### src/rtl/apb_xfer_sequencer.sv
// APB master sequencer: decodes one command at a time to a PSELx line and runs SETUP/ENABLE.
// Latency: mapped command responds 3 cycles after accept, unmapped 1 cycle (2 if accepted during ENABLE).
// Backpressure: cmd_ready drops only in SETUP; rsp_* is a registered pulse with no backpressure.
module apb_xfer_sequencer #(
    parameter int                ADDR_W     = 32,
    parameter int                DATA_W     = 32,
    parameter int                NUM_SLAVES = 4,
    parameter int                SEL_LSB    = 24,
    parameter logic [ADDR_W-1:0] BASE_ADDR  = 32'h8000_0000
) (
    input  logic                  HCLK,
    input  logic                  HRESETn,
    input  logic                  cmd_valid,
    output logic                  cmd_ready,
    input  logic                  cmd_write,
    input  logic [ADDR_W-1:0]     cmd_addr,
    input  logic [DATA_W-1:0]     cmd_wdata,
    output logic                  rsp_valid,
    output logic [DATA_W-1:0]     rsp_rdata,
    output logic                  rsp_err,
    output logic [NUM_SLAVES-1:0] PSELx,
    output logic                  PENABLE,
    output logic                  PWRITE,
    output logic [ADDR_W-1:0]     PADDR,
    output logic [DATA_W-1:0]     PWDATA,
    input  logic [DATA_W-1:0]     PRDATA
);
    localparam int          IDX_W   = $clog2(NUM_SLAVES);
    localparam int          TAG_LSB = SEL_LSB + IDX_W;
    localparam logic [31:0] NSL     = NUM_SLAVES;

    typedef enum logic [1:0] {IDLE, SETUP, ENABLE, ERR} state_t;

    state_t           state, state_nxt;
    logic [IDX_W-1:0] sel_idx;
    logic [IDX_W-1:0] cmd_idx;
    logic             cmd_mapped;
    logic             accept;
    logic             err_pend;

    assign cmd_idx    = cmd_addr[TAG_LSB-1:SEL_LSB];
    assign cmd_mapped = (cmd_addr[ADDR_W-1:TAG_LSB] == BASE_ADDR[ADDR_W-1:TAG_LSB])
                        && (32'(cmd_idx) < NSL);
    assign accept     = cmd_valid && cmd_ready;

    always_ff @(posedge HCLK or negedge HRESETn) begin
        if (!HRESETn) state <= IDLE;
        else          state <= state_nxt;
    end

    always_comb begin
        state_nxt = state;
        case (state)
            IDLE, ERR: state_nxt = accept ? (cmd_mapped ? SETUP : ERR) : IDLE;
            SETUP:     state_nxt = ENABLE;
            ENABLE:    state_nxt = accept ? (cmd_mapped ? SETUP : ERR) : IDLE;
            default:   state_nxt = IDLE;
        endcase
    end

    always_comb begin
        cmd_ready = (state != SETUP);
        PENABLE   = (state == ENABLE);
        PSELx     = '0;
        if (state == SETUP || state == ENABLE) PSELx[sel_idx] = 1'b1;
    end

    // Bus fields only move on a mapped accept so they hold across errors and idle time.
    always_ff @(posedge HCLK or negedge HRESETn) begin
        if (!HRESETn) begin
            PADDR   <= '0;
            PWRITE  <= 1'b0;
            PWDATA  <= '0;
            sel_idx <= '0;
        end else if (accept && cmd_mapped) begin
            PADDR   <= cmd_addr;
            PWRITE  <= cmd_write;
            sel_idx <= cmd_idx;
            if (cmd_write) PWDATA <= cmd_wdata;
        end
    end

    // An unmapped command accepted while ENABLE retires is deferred one cycle so both
    // responses get their own pulse, in order.
    always_ff @(posedge HCLK or negedge HRESETn) begin
        if (!HRESETn) begin
            rsp_valid <= 1'b0;
            rsp_err   <= 1'b0;
            rsp_rdata <= '0;
            err_pend  <= 1'b0;
        end else begin
            rsp_valid <= 1'b0;
            rsp_err   <= 1'b0;
            rsp_rdata <= '0;
            if (state == ENABLE) begin
                rsp_valid <= 1'b1;
                rsp_rdata <= PWRITE ? '0 : PRDATA;
                err_pend  <= accept && !cmd_mapped;
            end else if (err_pend) begin
                rsp_valid <= 1'b1;
                rsp_err   <= 1'b1;
                err_pend  <= accept && !cmd_mapped;
            end else if (accept && !cmd_mapped) begin
                rsp_valid <= 1'b1;
                rsp_err   <= 1'b1;
            end
        end
    end
endmodule

### config.mk
export PLATFORM = sky130hd
export DESIGN_NAME = apb_xfer_sequencer
export DESIGN_NICKNAME = d
export VERILOG_FILES = /design/src/rtl/apb_xfer_sequencer.sv
export SDC_FILE = /design/constraint.sdc
export NUM_CORES = 1
export LEC_CHECK = 0
export BUFFER_PORTS_ARGS = -buffer_cell sky130_fd_sc_hd__buf_2
export CORE_ASPECT_RATIO = 1.4
export CORE_MARGIN = 3
export CORE_UTILIZATION = 44
export DETAILED_ROUTE_END_ITERATION = 10
export PLACE_DENSITY = 0.8
export SYNTH_ARGS = -nofsm -noshare
export SYNTH_HDL_FRONTEND = slang
export SYNTH_SLANG_ARGS = --single-unit
export TNS_END_PERCENT = 50
### constraint.sdc
create_clock -name HCLK -period 1.8 [get_ports HCLK]
set_input_delay 0.09 -clock HCLK [delete_from_list [all_inputs] [get_ports HCLK]]
set_output_delay 0.09 -clock HCLK [all_outputs]
set_load 0.005 [all_outputs]
==> results by stage <==
Status:
- The run finished with clean final reports.

Cells and area:
- At the end of the flow the core is filled with cells to 0.7500.
- With fillers left out, the area of the finished cells amounts to 6148 µm².
- Compared with the post-synthesis result, the final layout area differs by 65.96%.
- Leaving out fill and tap cells, the most frequent cell in the layout is sky130_fd_sc_hd__buf_2.
- The count of nets after finishing is 637.
- In the layout the commonest cells are 203 x sky130_fd_sc_hd__buf_2, 102 x sky130_fd_sc_hd__dfrtp_1, 89 x sky130_fd_sc_hd__dlygate4sd3_1.
- The filler cells instantiated in the layout total around 500.
- The fraction of final layout cells sized beyond drive strength 1 is 0.5389.

Clocking:
- The longest clock path from root to sink contains 2 buffers.
- The tree is rooted in a sky130_fd_sc_hd__clkbuf_16.
- The total CTS buffers is 9.
- The clock net in this run drives a total of just over 100 sinks.
- The clock slew at the register clock pins of the worst setup and hold paths is 60 ps.
- The source-to-sink clock delay at the later pin of the worst-skew pair is approximately 340 ps.
- TritonCTS built the clock tree.
- The post-cts repair resize count is 0.
- The H-tree generated during clock tree synthesis spans 3 levels.

STA:
- Across all hold checks on the routed design, the worst slack comes to 10.56 ps.
- The hold violation total from the final report came to 0.
- After layout, the minimum clock period comes to 1746 ps.
- The worst relative slew slack is 0.6161.
- The number of pins exceeding their max-slew limit in the final report came to 0.
- Based on the critical path, the design can be clocked at up to between 500 and 600 MHz.
- For the final database, setup skew stands at roughly 3.4 ps.
- At the pin with the least slew margin, the transition time is 575.9 ps.
- The number of endpoints failing setup at the final stage is 0.
- The share of the clock period used by the worst path is 0.9698.

Synth:
- Counting every net in the synthesized netlist gives 334.
- Of the synthesized area, sequential elements account for 0.6890.
- Counting flops and latches in the post-synthesis netlist gives between 100 and 150.
- The count of yosys warnings during synthesis is 0.
- The number of standard cells after synthesis is 232.
- The cell area after technology mapping is about 3700 µm².
- The number of library cell types mapped by synthesis is 23.
- Each instance of the synthesized netlist takes up on average ~16 µm².

Global routing:
- Entering global routing, the biggest net connects between 50 and 60 pins.
- After global routing the overflow that remains totals 0.
- The via count of the first global-routing pass is between 3,000 and 4,000.
- For this run, the total global-route usage over all layers was measured as 0.2233.
- The initial antenna violation count is 1.
- The global-route wire length before repair is 16,450 µm.

Floorplanning:
- The starting density of the core is 0.4519.
- The floorplan has 39 rows.
- The total area inside the core boundary comes to 8198 µm².
- The die area is between 9000 and 10,000 µm².
- Measured along the y axis, the die boundary spans around 110 µm.
- 205 I/O pins were placed.
- The die span in x is 83.55 µm.

Pwr:
- The power density over the cells is 889.8 nW/µm².
- The proportion of total power due to net switching is 0.2171.
- The switching component of the power is ~1.2 mW.
- Of the total power, registers draw 0.471.
- The peak supply drop is 0.6822 mV.
- The power share of the combinational group is 0.142.
- Of the total power, the clock network draws 0.387.
- The internal portion of the total power is ~4.3 mW.
- The leakage power is 3.433 nW.

Route:
- The violation count after the first detailed-routing iteration is 53.
- The vias after detailed routing is approximately 3,000.
- The iteration count of the initial detailed-routing pass is 4.
- In the routed design, unresolved DRC markers number 0.
- The detailed-route wire length per cell is 16.75 µm.
- The final antenna-violating net count is 0.
- The routed design has 10,770 µm of wire.
- The number of vias per cell after detailed routing is 4.605.

Setup path:
- The worst setup path is launched from a flop.
- The depth of the worst register-to-register path is 5.
- The worst setup path is captured at a flop.
- The destination of the worst register-to-register timing path is PWDATA[1]$_DFFE_PN0P_.
- In this run the worst path has a maximum fanout of 14.
- The source of the worst register-to-register timing path is state[0]$_DFF_PN0_.
- By startpoint and endpoint, the worst setup path is classified as flop to flop.
- The arrival time at the worst endpoint is a little under 2000 ps.
- At the worst endpoint, the required time is a little over 2000 ps.
- The worst setup slack for register-to-register paths is approximately 54 ps.

Min path:
- The startpoint of the worst hold path is cmd_wdata[11].
- Counting instances, the worst hold path has a depth of 2.
- The worst hold path belongs to the class primary input to flop.
- For hold timing, the worst endpoint is PWDATA[11]$_DFFE_PN0P_.

Placed design:
- Once detailed placement completed, the half-perimeter wirelength came to 6426 µm.
- Once placement finished, the instance area stood at a little under 5000 µm².
- The congestion estimate from routability-driven global placement came to approximately 0.75.
- In this run the tool buffered the top-level ports with roughly 200 buffer cells.

Run:
- The number of maximum-capacitance violations is 0.
power by group through the flow:
stage	combinational, mW	sequential [mW]	clock (mW)
3_5_place_dp	0.617	2.61	0
4_1_cts	0.767	2.57	2.16
3_3_place_gp	0.595	2.60	0
5_1_grt	0.850	2.59	2.26
2_1_floorplan	0.195	2.62	0
6_report	0.778	2.57	2.12
area by class of cell:
class	instances	area, µm²	area share
Tap cell	102	127.6	0.02076
Clock buffer	13	270.3	0.04396
Clock inverter	3	65.06	0.01058
Sequential cell	102	2552	0.4151
Antenna cell	1	2.502	0.0004070
Multi-Input combinational cell	117	1069	0.1738
Timing Repair Buffer	301	2047	0.3329
Inverter	4	15.01	0.002442
state kept, by name, summed over array words and instances (netlist names):
signal / count
state: 2
rsp_rdata: 32
PWDATA: 32
err_pend: 1
rsp_err: 1
rsp_valid: 1
PADDR: 32
PWRITE: 1
critical path: stages, from the launching register on:
cell and delay, ps:
sky130_fd_sc_hd__dfrtp_1 380, sky130_fd_sc_hd__ha_1 230, sky130_fd_sc_hd__and4bb_2 350, sky130_fd_sc_hd__nand3_4 150, sky130_fd_sc_hd__clkbuf_16 230, sky130_fd_sc_hd__mux2_2 290
synth_stat cells:
master	n	area (µm²)
sky130_fd_sc_hd__nand2_2	1	6.260
sky130_fd_sc_hd__nor2b_1	3	18.77
sky130_fd_sc_hd__dfrtp_1	102	2552
sky130_fd_sc_hd__nor3b_1	2	15.01
sky130_fd_sc_hd__nand3_4	1	17.52
sky130_fd_sc_hd__nor3_1	1	5.000
sky130_fd_sc_hd__a21oi_1	1	5.000
sky130_fd_sc_hd__and3b_1	1	8.760
sky130_fd_sc_hd__mux2_2	58	653.1
sky130_fd_sc_hd__a21o_1	1	7.510
sky130_fd_sc_hd__inv_1	4	15.01
sky130_fd_sc_hd__and4bb_2	1	12.51
sky130_fd_sc_hd__nand2_1	2	7.510
sky130_fd_sc_hd__clkbuf_1	3	11.26
sky130_fd_sc_hd__nand2b_1	1	6.260
sky130_fd_sc_hd__nor2_1	2	7.510
sky130_fd_sc_hd__buf_4	1	7.510
sky130_fd_sc_hd__a21bo_2	2	20.02
sky130_fd_sc_hd__buf_2	1	5.000
sky130_fd_sc_hd__and2_1	37	231.5
sky130_fd_sc_hd__buf_6	4	45.04
sky130_fd_sc_hd__nor4_4	1	21.27
sky130_fd_sc_hd__ha_1	2	25.02
per-stage QoR:
stage | cells | TNS [ps] | setup slack (ps) | total power, mW
finish | 643 | 0 | 54.35 | 5.471
global route | 643 | -14.96 | -10.74 | 5.706
CTS | 639 | 0 | 59.19 | 5.491
detailed placement | 534 | 0 | 57.62 | 3.226
global placement | 534 | 0 | 124.8 | 3.192
floorplan | 232 | 0 | 190.1 | 2.816
routing by layer:
metal | wire, µm | part of all wire | up-vias | global-route usage
met5 | 0 | 0 | - | 0
met4 | 215 | 0.020 | 0 | 0.08798
met3 | 913 | 0.085 | 19 | 0.07703
met2 | 5997 | 0.56 | 139 | 0.4245
met1 | 3641 | 0.34 | 1427 | 0.2210
li1 | - | - | 1376 | -
what timing repair did:
item / in CTS / in global routing
endpoints found under the setup margin: 0 / 10
hold buffers: 89 / 0
buffers inserted: 0 / 1
endpoints found under the hold margin: 131 / 0
cells by family after synthesis:
family | after synthesis | synth area share
simple gates | 53 | 0.09659
compound gates | 4 | 0.008780
fa+ha+maj | 2 | 0.006753
mux | 58 | 0.1763
flops | 102 | 0.6890
buf+inv | 13 | 0.02262
worst max path at each step:
stage                       start               endpoint  slack, ps  cells past startpoint
2_1_floorplan  state[1]$_DFF_PN0_  PADDR[23]$_DFFE_PN0P_        190                      6
3_3_place_gp   state[0]$_DFF_PN0_  PWDATA[7]$_DFFE_PN0P_        120                      5
3_5_place_dp   state[1]$_DFF_PN0_  PWDATA[0]$_DFFE_PN0P_         60                      6
4_1_cts        state[1]$_DFF_PN0_  PWDATA[0]$_DFFE_PN0P_         60                      6
5_1_grt        state[1]$_DFF_PN0_  PWDATA[1]$_DFFE_PN0P_        -10                      6
6_report       state[0]$_DFF_PN0_  PWDATA[1]$_DFFE_PN0P_         50                      5
(Power assumes the default switching activity.)
